--- src/rtl/ahb_sram_slv.sv ---
// AHB-Lite slave front end for a single-port synchronous SRAM (32-bit data).
// Define AHB_SRAM_ERR_RESP_EN for a two-cycle ERROR response to illegal transfers.
module ahb_sram_slv #(
    parameter int SRAM_AW = 14
) (
    input  logic               hclk,
    input  logic               hresetn,
    input  logic               hsel,
    input  logic               hwrite,
    input  logic               hready,
    input  logic [1:0]         htrans,
    input  logic [2:0]         hsize,
    input  logic [2:0]         hburst,
    input  logic [31:0]        haddr,
    input  logic [31:0]        hwdata,
    output logic               hready_resp,
    output logic [1:0]         hresp,
    output logic [31:0]        hrdata,
    output logic               sram_csn,
    output logic [3:0]         sram_wen,
    output logic [SRAM_AW-1:0] sram_addr,
    output logic [31:0]        sram_wdata,
    input  logic [31:0]        sram_rdata
);

`ifdef AHB_SRAM_ERR_RESP_EN
    typedef enum logic [2:0] {S_IDLE, S_WDATA, S_RPEND, S_ERR1, S_ERR2} state_t;
`else
    typedef enum logic [2:0] {S_IDLE, S_WDATA, S_RPEND} state_t;
`endif

    state_t             r_state;
    state_t             w_state_nxt;
    logic [SRAM_AW-1:0] r_waddr;
    logic [SRAM_AW-1:0] w_waddr_nxt;
    logic [SRAM_AW-1:0] r_raddr;
    logic [SRAM_AW-1:0] w_raddr_nxt;
    logic [SRAM_AW-1:0] r_sram_addr;
    logic [SRAM_AW-1:0] w_word;
    logic [3:0]         r_wlanes;
    logic [3:0]         w_wlanes_nxt;
    logic [3:0]         w_lanes;
    logic [31:0]        r_sram_wdata;
    logic               r_rvalid;
    logic               w_rvalid_nxt;
    logic               w_acc;
    logic               w_legal;
    logic               w_open;
    logic               w_unused;

    assign w_unused = ^{hburst, htrans[0]};
    // Gated by reset so a held address phase cannot touch the SRAM in reset
    assign w_acc    = hresetn & hsel & hready & htrans[1];
    assign w_word   = haddr[SRAM_AW+1:2];
    assign hrdata   = r_rvalid ? sram_rdata : 32'h0;

    always_comb begin
        w_legal = (hsize <= 3'd2) && (haddr[31:SRAM_AW+2] == '0);
        w_lanes = 4'b1111;
        case (hsize)
            3'd0: w_lanes = 4'b0001 << haddr[1:0];
            3'd1: begin
                w_lanes = haddr[1] ? 4'b1100 : 4'b0011;
                if (haddr[0])
                    w_legal = 1'b0;
            end
            3'd2: begin
                if (haddr[1:0] != 2'b00)
                    w_legal = 1'b0;
            end
            default: w_lanes = 4'b1111;
        endcase
    end

    always_comb begin
        w_state_nxt  = r_state;
        w_waddr_nxt  = r_waddr;
        w_wlanes_nxt = r_wlanes;
        w_raddr_nxt  = r_raddr;
        w_rvalid_nxt = 1'b0;
        w_open       = 1'b1;
        hready_resp  = 1'b1;
        hresp        = 2'b00;
        sram_csn     = 1'b1;
        sram_wen     = 4'hF;
        sram_addr    = r_sram_addr;
        sram_wdata   = r_sram_wdata;
        case (r_state)
            S_WDATA: begin
                sram_csn    = 1'b0;
                sram_wen    = ~r_wlanes;
                sram_addr   = r_waddr;
                sram_wdata  = hwdata;
                w_state_nxt = S_IDLE;
            end
            S_RPEND: begin
                hready_resp  = 1'b0;
                sram_csn     = 1'b0;
                sram_addr    = r_raddr;
                w_rvalid_nxt = 1'b1;
                w_open       = 1'b0;
                w_state_nxt  = S_IDLE;
            end
`ifdef AHB_SRAM_ERR_RESP_EN
            S_ERR1: begin
                hready_resp = 1'b0;
                hresp       = 2'b01;
                w_open      = 1'b0;
                w_state_nxt = S_ERR2;
            end
            S_ERR2: begin
                hresp       = 2'b01;
                w_state_nxt = S_IDLE;
            end
`endif
            default: w_state_nxt = S_IDLE;
        endcase
        if (w_open && w_acc && w_legal) begin
            if (hwrite) begin
                w_waddr_nxt  = w_word;
                w_wlanes_nxt = w_lanes;
                w_state_nxt  = S_WDATA;
            end else if (r_state == S_WDATA) begin
                // SRAM port is busy with the write; replay the read next cycle
                w_raddr_nxt = w_word;
                w_state_nxt = S_RPEND;
            end else begin
                sram_csn     = 1'b0;
                sram_addr    = w_word;
                w_rvalid_nxt = 1'b1;
            end
        end
`ifdef AHB_SRAM_ERR_RESP_EN
        if (w_open && w_acc && !w_legal)
            w_state_nxt = S_ERR1;
`endif
    end

    always_ff @(posedge hclk or negedge hresetn) begin
        if (!hresetn) begin
            r_state      <= S_IDLE;
            r_waddr      <= '0;
            r_raddr      <= '0;
            r_wlanes     <= '0;
            r_rvalid     <= 1'b0;
            r_sram_addr  <= '0;
            r_sram_wdata <= '0;
        end else begin
            r_state      <= w_state_nxt;
            r_waddr      <= w_waddr_nxt;
            r_raddr      <= w_raddr_nxt;
            r_wlanes     <= w_wlanes_nxt;
            r_rvalid     <= w_rvalid_nxt;
            r_sram_addr  <= sram_addr;
            r_sram_wdata <= sram_wdata;
        end
    end

endmodule

--- config.mk ---
export PLATFORM = sky130hd
export DESIGN_NAME = ahb_sram_slv
export DESIGN_NICKNAME = d
export VERILOG_FILES = /design/src/rtl/ahb_sram_slv.sv
export SDC_FILE = /design/constraint.sdc
export NUM_CORES = 1
export LEC_CHECK = 0
export BUFFER_PORTS_ARGS = -buffer_cell sky130_fd_sc_hd__buf_2
export CAP_MARGIN = 20
export CORE_AREA = 10 10 103 105
export CTS_BUF_LIST = sky130_fd_sc_hd__clkbuf_8 sky130_fd_sc_hd__clkbuf_16
export DETAILED_ROUTE_END_ITERATION = 7
export DIE_AREA = 0 0 113 115
export GPL_TIMING_DRIVEN = 0
export PLACE_DENSITY = 0.78
export SYNTH_ARGS = -nofsm -noshare
export SYNTH_HDL_FRONTEND = slang
export SYNTH_SLANG_ARGS = --single-unit
--- constraint.sdc ---
create_clock -name hclk -period 3.5 [get_ports hclk]
set_clock_uncertainty 0.2 [all_clocks]
set_input_delay 0.35 -clock hclk [delete_from_list [all_inputs] [get_ports hclk]]
set_output_delay 0.35 -clock hclk [all_outputs]
set_load 0.005 [all_outputs]
==> results of run 1 <==
[routing by layer]
metal / vias to the layer above / global-route usage [%] / part of all wire, % / routed length [µm]
met5: - / 0 / 0 / 0
met4: 0 / 4.91 / 1.0 / 117
met3: 8 / 6.56 / 10 / 1160
met2: 144 / 30.5 / 51 / 5890
met1: 1520 / 18.3 / 37 / 4300
li1: 1436 / - / - / -
[cells in the mapped netlist, drive strengths merged]
cell    count
a21oi       1
a22oi      14
and2       33
and4        1
buf         7
clkbuf     13
conb        1
dfrtp      81
ha          3
inv         5
mux2       78
nand2      18
nand3       1
nand4       2
nor2        4
nor2b       1
nor3        4
nor4        4
nor4b       1
o211ai      1
o21ai      18
o41ai       1
or4         1
[sequential cells by signal (all words and copies together), names as in the netlist]
| name | flops |
|---|---|
| r_sram_wdata | 32 |
| r_raddr | 14 |
| r_sram_addr | 14 |
| r_waddr | 14 |
| r_wlanes | 4 |
| r_state | 2 |
| r_rvalid | 1 |
[kinds of logic (layout without fill, tap and decap cells)]
family,Yosys count,in the layout,synth area share (%)
flip-flops,81,81,53.8
multiplexers,78,78,24.2
AND/OR/NAND/NOR,70,70,11.9
AO/OA/AOI/OAI,35,35,5.74
buffers and inverters,25,236,3.25
adder cells (fa/ha/maj),3,3,0.996
other,1,2,0.0995
[what timing repair did]
item / 4_1_cts / 5_1_grt
hold endpoints to repair: 81 / 0
hold buffers: 3 / 0
cloned: 0 / 0
pin swaps: 1 / 1
resized for setup: 0 / 2
setup endpoints to repair: 9 / 9
buffers inserted: 1 / 2
[report_power, final]
| part | internal (mW) | switching [mW] | total [mW] |
|---|---|---|---|
| registers | 0.935 | 0.00000191 | 0.935 |
| logic | 0.0544 | 0.0499 | 0.104 |
| clock network | 0.334 | 0.349 | 0.683 |
| total | 1.32 | 0.399 | 1.72 |
[metrics by stage]
step,instances,utilization (%)
after floorplan,294,-
final,613,60.2
after detailed placement,591,57.1
after global placement,590,56.7
after CTS,611,60.0
after global routing,613,60.2
[final cells by class]
type                       count  area (µm²)
fill                         744        3400
sequential                    81        2030
clock inverter                 7        76.3
buffer                        20         106
clock buffer                   9         124
multi-input combinational    188        1620
timing repair buffer         195        1040
inverter                       5        18.8
tap                          108         135
[worst reg2reg max path, cell delays in order, from the launching register on]
cell and delay, ns:
dfrtp_1 0.37, inv_1 0.05, ha_1 0.19, buf_6 0.14
nor4_4 0.17, nand4_4 0.13, buf_4 0.19, nor4b_2 0.68
buf_4 0.33, mux2_2 0.36
[how the worst max path moves through the flow]
stage / startpoint / to / slack, ns / depth (start not counted)
finish: r_state[0]$_DFF_PN0_ / sram_addr[8] / 0.26 / 10
global route: r_state[0]$_DFF_PN0_ / sram_addr[12] / 0.12 / 10
CTS: r_state[0]$_DFF_PN0_ / sram_addr[12] / 0.06 / 10
detailed placement: hresetn / sram_addr[8] / 0.18 / 9
global placement: hresetn / sram_addr[10] / -0.70 / 8
floorplan: r_state[0]$_DFF_PN0_ / sram_addr[10] / 0.68 / 9
==> metrics.yaml, run 1 <==
r2r-end: "r_raddr[3]$_DFFE_PN0P_"
drive_gt1_share_pct: 59.2
synth.cell_area_mm2: 0.00377
maxSlewHeadroom_pct: 49.2
cp_top_family: "simple AND/OR/NAND/NOR gates"
ios: 195
clk_path_buf_depth: 2
vias: 3108
fmax_mhz: 309
finalMaxSlewViolations: 0
path_buf_inv: 5
vdd_drop_max_mv: 0.274
pre_cts_slack_ns: 0.182
finalWirelength_um: 11500
worstPathRequired_ns: 2.95
die_height_um: 115
firstDrtPassIters: 4
ff2ff_path_depth: 9
yosysWarnings: 0
critPathLaunchType: "flip-flop"
synth.avg_cell_area_um2: 12.9
grt_first_pass_wirelength_um: 17900
p_leak_nw: 2.87
syn-instance-count: 293
initial_core_util_pct: 44.1
timing.hold.ws_ns: 0.0450
via_per_inst: 5.07
setup_ws_ns: 0.262
drc: 0
place_area_mm2: 0.00488
synth_top_cell_area_share_pct: 53.8
gp_congestion: 0.760
period_share_pct: 92.5
path_class: "flip-flop to output pin"
globalRouteTotalUtil_pct: 17.0
core_area_mm2: 0.00855
final_cell_mix: "buf_2, dfrtp_1, mux2_2, and2_1"
crit_path_top_delay_cell: "or4_1"
std_cell_rows: 34
cts_tree: "done"
drtAntennaViolNets: 0
clock_latency_ns: 0.34
synth.area.top_cells: "dfrtp_1, mux2_2, and2_1"
fin_tns_setup_ns: 0
antennaDiodeCount: 0
clk_pin_slew_ns: 0.09
grt_max_degree: 69
path_max_fanout: 10
synth-seq-area-share_pct: 53.8
hold_viol_final: 0
grt_pass1_vias: 3458
p_per_area_mw_per_mm2: 334
port_buffers: 188
min_path_cells: 2
finalPower_mw: 1.72
crit_top_cell: "buf_6"
cts_buffers: 9
holdPathEnd: "r_sram_wdata[1]$_DFF_PN0_"
cts_root_buf: "clkbuf_8"
htreeDepth: 3
synth_top_area_cell: "dfrtp_1"
die_x_um: 113
finalSetupViolations: 0
min_from: "hwdata[1]"
r2r_slack_ns: 0.57
worst_pin_slew_ns: 0.760
rr_startpoint: "r_state[0]$_DFF_PN0_"
grt_overflow_total: 0
postLayoutCellArea_mm2: 0.00515
crit_chain: "inv_1 > ha_1 > buf_6 > nor4_4 > nand4_4 > or4_1 > buf_4 > buf_6 > mux2_4 > buf_2"
cp-end-kind: "output pin"
hpwlAfterDp_um: 8980
die-area_mm2: 0.0130
nNetsFinal: 612
finalCriticalPeriod_ns: 3.24
final_common_cell: "buf_2"
area_delta_synth_final_pct: 36.7
worstPathArrival_ns: 2.69
worstHoldPathType: "input pin to flip-flop"
synth_cell_types: 30
antenna_found_initial: 0
rsz0062_at_grt: "false"
ys_ff_latch: 81
drtIter0Drc: 142
cap_violations: 0
max_stage_delay_ns: 0.49
outcome: "complete, no violations"
avgRoutedWirePerCell_um: 18.7
cts_sinks: 81
(Power assumes the default switching activity.)
==> inputs of run 2 (changes only) <==
Settings changed: CELL_PAD_IN_SITES_DETAIL_PLACEMENT set to 1, CELL_PAD_IN_SITES_GLOBAL_PLACEMENT set to 1, CORE_AREA 10 10 103 105 to 10 10 117 119, DIE_AREA 0 0 113 115 to 0 0 127 129, PLACE_DENSITY 0.78 to not set, PLACE_DENSITY_LB_ADDON set to 0.1.
==> run 2 against run 1 <==
Compared with the run above: register-to-register slack improved by 0.14 ns; global-route usage fell by 3.1 points; utilization fell by 14 points; worst hold slack improved by 0.019 ns; critical path depth did not move; worst setup slack got worse by 0.14 ns; die area rose by 26%; sequential power barely moved; sequential share of layout area fell by 1.0 points; maximum frequency fell by 4.1%; count of clock-buffer cells in the layout rose by 1; combinational power barely moved; critical endpoint is now sram_addr[5]; largest cell class unchanged.
==> metrics.yaml, run 2 (synthesis gave the netlist of run 1 again) <==
fin_tns_setup_ns: 0  # unchanged
grt_overflow_total: 0  # unchanged
maxSlewHeadroom_pct: 49.7  # +0.51 points
multiInputGateArea_mm2: 0.00162  # unchanged
clock_latency_ns: 0.33  # about the same
crit_path_top_delay_cell: "dlygate4sd3_1"
final_core_util_pct: 46.7  # -14 points
antennaDiodeCount: 0  # unchanged
vias: 3062  # -1.5%
wl_met1_um: 4870  # +13%
drive_gt1_share_pct: 58.6  # -0.64 points
worstHoldPathType: "input pin to flip-flop"
drtIter0Drc: 40  # -72%
r2r_slack_ns: 0.71  # +0.14 ns
final_common_cell: "buf_2"
worstPathArrival_ns: 2.83  # +0.14 ns
globalRouteTotalUtil_pct: 14.0  # -3.1 points
finalCriticalPeriod_ns: 3.38  # +0.138 ns
top_layer: "met4"
fmax_mhz: 296  # -4.1%
holdPathEnd: "r_sram_wdata[28]$_DFF_PN0_"
rr_startpoint: "r_state[0]$_DFF_PN0_"
seq_area_mm2: 0.00203  # unchanged
outcome: "complete, no violations"
finalWirelength_um: 12000  # +4.3%
clk_pin_slew_ns: 0.06  # -0.03 ns
gp_congestion: 0.695  # -8.5%
p_per_area_mw_per_mm2: 381  # +14%
ios: 195  # unchanged
port_buffers: 188  # unchanged
std_cell_rows: 39  # +15%
timing.hold.ws_ns: 0.0644  # +0.0194 ns
path_class: "input pin to output pin"
worstPathRequired_ns: 2.95  # about the same
path_buf_inv: 6  # +1
vdd_drop_max_mv: 0.219  # -20%
cts_root_buf: "clkbuf_16"
core_area_mm2: 0.0113  # +32%
finalMaxSlewViolations: 0  # unchanged
grt_max_degree: 66  # -4.3%
via_per_inst: 4.75  # -6.4%
cp_top_family: "buffers and inverters"
nFillCells: 1266  # +70%
die-area_mm2: 0.0164  # +26%
ff2ff_path_depth: 9  # unchanged
clk_path_buf_depth: 2  # unchanged
htreeDepth: 3  # unchanged
postLayoutCellArea_mm2: 0.00529  # +2.7%
wl_met3_um: 1250  # +7.9%
nNetsFinal: 610  # -0.33%
rsz0062_at_grt: "false"
critPathLaunchType: "input pin"
largest_register: "r_sram_wdata"
period_share_pct: 96.5  # +3.9 points
finalPower_mw: 2.01  # +17%
initial_core_util_pct: 33.3  # -11 points
hpwlAfterDp_um: 9390  # +4.6%
worst_pin_slew_ns: 0.752  # -0.00813 ns
place_area_mm2: 0.00492  # +0.90%
cts_sinks: 81  # unchanged
area_delta_synth_final_pct: 40.4
path_max_fanout: 10  # unchanged
finalSetupViolations: 0  # unchanged
r2r-end: "r_wlanes[3]$_DFFE_PN0P_"
hold_viol_final: 0  # unchanged
cts_tree: "done"
p_leak_nw: 2.92  # +1.9%
cp-end-kind: "output pin"
firstDrtPassIters: 4  # unchanged
min_path_cells: 2  # unchanged
die_height_um: 129  # +12%
cts_buffers: 9  # unchanged
crit_chain: "dlygate4sd3_1 > buf_4 > buf_16 > and4_1 > nand4_4 > or4_1 > clkbuf_4 > buf_6 > mux2_4 > buf_2"
grt_pass1_vias: 3269  # -5.5%
max_stage_delay_ns: 0.52  # +0.03 ns
die_x_um: 127  # +12%
route.met2.wl_um: 5740  # -2.7%
antenna_found_initial: 0  # unchanged
drtAntennaViolNets: 0  # unchanged
avgRoutedWirePerCell_um: 18.5  # -0.90%
final_cell_mix: "buf_2, dfrtp_1, mux2_2, and2_1"
largest_register_ffs: 32  # unchanged
cap_violations: 0  # unchanged
grt_first_pass_wirelength_um: 18100  # +1.2%
min_from: "hwdata[28]"
drc: 0  # unchanged
==> run 2: final cells by class <==
cell class / instances / share of cell area, %
timing repair buffer: 193 / 19.4
tap: 143 / 3.38
buffer: 20 / 2.01
clock inverter: 5 / 1.37
clock buffer: 10 / 4.52
multi-input combinational: 188 / 30.7
sequential: 81 / 38.3
inverter: 5 / 0.355
==> run 2: where the power goes <==
group,switching [mW],internal [mW],total (mW)
Combinational,0.0497,0.0544,0.104
Clock,0.340,0.633,0.973
Sequential,0.00000170,0.937,0.937
Total,0.390,1.62,2.01
==> run 2: what timing repair did <==
action	4_1_cts	5_1_grt
buffers inserted	1	0
gates resized for setup	0	1
setup endpoints to repair	9	9
hold endpoints to repair	16	0
hold buffers	3	0
pin swaps	1	1
==> run 2: how the worst max path moves through the flow <==
stage,from,to,depth (start not counted)
detailed placement,hresetn,sram_addr[6],9
global route,hresetn,sram_addr[5],10
CTS,r_state[0]$_DFF_PN0_,sram_addr[6],10
global placement,hresetn,sram_addr[5],8
floorplan,r_state[0]$_DFF_PN0_,sram_addr[10],9
finish,hresetn,sram_addr[5],10
==> run 2: metal layers <==
metal / up-vias / GRT usage (%)
met5: - / 0
met3: 7 / 6.37
met1: 1479 / 16.1
met4: 0 / 4.02
met2: 144 / 22.9
li1: 1432 / -
==> run 2: through the flow <==
stage	worst slack, ns	cells
floorplan	0.683	294
global placement	-0.848	625
detailed placement	0.111	626
CTS	0.0368	645
global route	0.00844	645
finish	0.124	645
==> inputs of run 3 (changes only) <==
Settings changed: PLACE_DENSITY set to 0.82, PLACE_DENSITY_LB_ADDON 0.1 to not set.
==> run 3 against run 2 <==
Compared with the run above: critical path depth is the same; register-to-register slack lost 0.16 ns; wire length grew 7.7%; first-iteration DRC count grew 57%; global-route usage grew 1.1 points; die area is the same; via count grew 1.1%; critical path type is now flip-flop to output pin; final area shrank 0.50%; sequential cell count is the same; final cell count grew 0.93%; utilization shrank 0.23 points; sequential share of layout area grew 0.19 points.
==> metrics.yaml, run 3 (synthesis gave the netlist of run 1 again) <==
worst_pin_slew_ns: 0.690  # -0.0622 ns
globalRouteTotalUtil_pct: 15.1  # +1.1 points
grt_overflow_total: 0  # unchanged
crit_chain: "inv_1 > ha_1 > buf_6 > nor4_4 > nand4_4 > or4_1 > buf_2 > buf_6 > mux2_4 > buf_2"
timing.hold.ws_ns: 0.0675  # +0.00311 ns
postLayoutCellArea_mm2: 0.00527  # -0.50%
vias: 3097  # +1.1%
place_area_mm2: 0.00492  # unchanged
cp-end-kind: "output pin"
worstPathRequired_ns: 2.95  # about the same
hpwlAfterDp_um: 10400  # +11%
nNetsFinal: 611  # +0.16%
maxSlewHeadroom_pct: 53.9  # +4.2 points
max_stage_delay_ns: 0.49  # -0.03 ns
cts_tree: "done"
area_delta_synth_final_pct: 39.7
die_height_um: 129  # unchanged
clk_pin_slew_ns: 0.07  # about the same
grt_pass1_vias: 3494  # +6.9%
drive_gt1_share_pct: 58.9  # +0.36 points
path_max_fanout: 10  # unchanged
std_cell_rows: 39  # unchanged
vdd_drop_max_mv: 0.195  # -11%
crit_path_top_delay_cell: "or4_1"
outcome: "complete, no violations"
p_sw_share_pct: 22.4  # +3.0 points
initial_core_util_pct: 33.3  # unchanged
critPathLaunchType: "flip-flop"
p_leak_nw: 2.89  # -1.0%
finalSetupViolations: 0  # unchanged
finalWirelength_um: 12900  # +7.7%
worstHoldPathType: "input pin to flip-flop"
firstDrtPassIters: 4  # unchanged
largest_register: "r_sram_wdata"
htreeDepth: 3  # unchanged
p_seq_share_pct: 48.8  # +2.3 points
cts_sinks: 81  # unchanged
antenna_found_initial: 6  # +6
drc: 0  # unchanged
internal-power_mw: 1.49  # -8.3%
clkPwrFrac_pct: 45.8  # -2.5 points
dpl.cell_count: 626  # unchanged
final_common_cell: "buf_2"
clock_latency_ns: 0.33  # about the same
largest_register_ffs: 32  # unchanged
port_buffers: 188  # unchanged
path_class: "flip-flop to output pin"
finalMaxSlewViolations: 0  # unchanged
cts_buffers: 9  # unchanged
p_per_area_mw_per_mm2: 365  # -4.2%
finalCriticalPeriod_ns: 3.32  # -0.0599 ns
post_cts_resize_count: 0  # unchanged
die-area_mm2: 0.0164  # unchanged
ios: 195  # unchanged
avgRoutedWirePerCell_um: 19.8  # +6.7%
core_area_mm2: 0.0113  # unchanged
instances_no_fill: 651  # +0.93%
via_per_inst: 4.76  # +0.21%
cap_violations: 0  # unchanged
combPwrFrac_pct: 5.5  # +0.3 points
worstPathArrival_ns: 2.77  # -0.06 ns
grt_first_pass_wirelength_um: 19600  # +8.4%
switching_power_uw: 430  # +10%
fmax_mhz: 302  # +1.8%
rsz0062_at_grt: "false"
grt_max_degree: 60  # -9.1%
hold_viol_final: 0  # unchanged
drtAntennaViolNets: 0  # unchanged
die_x_um: 127  # unchanged
cp_top_family: "simple AND/OR/NAND/NOR gates"
gp_congestion: 0.799  # +15%
clk_path_buf_depth: 2  # unchanged
period_share_pct: 94.7  # -1.7 points
cts_root_buf: "clkbuf_16"
drtIter0Drc: 63  # +57%
final_cell_mix: "buf_2, dfrtp_1, mux2_2, and2_1"
path_buf_inv: 5  # -1
run 3: what timing repair did:
action / CTS / global route
setup endpoints to repair: 9 / 9
endpoints found under the hold margin: 22 / 0
pin swaps: 1 / 1
setup buffers: 1 / 1
hold buffers: 2 / 0
run 3: path summary, 6_finish.rpt:
kind                                            start                    endpoint  slack, ns  depth (start not counted)
setup / recovery                 r_state[0]$_DFF_PN0_               sram_addr[11]       0.18                         10
hold / removal                             hwdata[22]  r_sram_wdata[22]$_DFF_PN0_       0.07                          2
setup reg to reg                 r_state[0]$_DFF_PN0_      r_raddr[4]$_DFFE_PN0P_       0.55                          9
hold reg to reg            r_sram_wdata[23]$_DFF_PN0_  r_sram_wdata[23]$_DFF_PN0_       0.29                          1
max in group asynchronous                     hresetn    r_sram_addr[5]$_DFF_PN0_       1.88                          4
min in group asynchronous                     hresetn     r_wlanes[1]$_DFFE_PN0P_       0.39                          3
run 3: area by class of cell:
class,count,area (µm²)
tap,143,179
multi-input combinational,188,1620
clock buffer,10,239
buffer,20,104
sequential,81,2030
antenna,4,10.0
clock inverter,6,43.8
fill,1274,6060
timing repair buffer,194,1020
inverter,5,18.8
run 3: per-layer routing:
layer	global-route usage, %	share of wire, %	vias up
li1	-	-	1442
met1	16.7	40	1485
met2	24.9	47	157
met3	8.09	12	11
met4	4.02	0.61	2
met5	0	0.10	-
run 3: stage by stage:
stage | setup TNS, ns | total power [mW] | setup slack [ns] | util, %
2_1_floorplan | 0 | 0.965 | 0.683 | -
3_3_place_gp | -24.71 | 1.05 | -0.731 | 43.2
3_5_place_dp | 0 | 1.06 | 0.305 | 43.5
4_1_cts | 0 | 1.95 | 0.0211 | 46.2
5_1_grt | 0 | 2.00 | 0.0802 | 46.4
6_report | 0 | 1.92 | 0.184 | 46.5
run 3: power groups by stage:
stage	Clock [mW]	Sequential [mW]	Combinational, mW
final	0.879	0.936	0.105
after global routing	0.951	0.935	0.117
after CTS	0.910	0.936	0.105
after detailed placement	0	0.954	0.102
after global placement	0	0.954	0.0929
after floorplan	0	0.954	0.0110
run 3: worst register-to-register path: stages, from the launching register on:
cell,delay (ns)
dfrtp_1,0.39
inv_1,0.06
ha_1,0.20
buf_6,0.14
nor4_4,0.20
nand4_4,0.13
buf_4,0.19
nor4b_2,0.63
buf_4,0.33
mux2_2,0.36
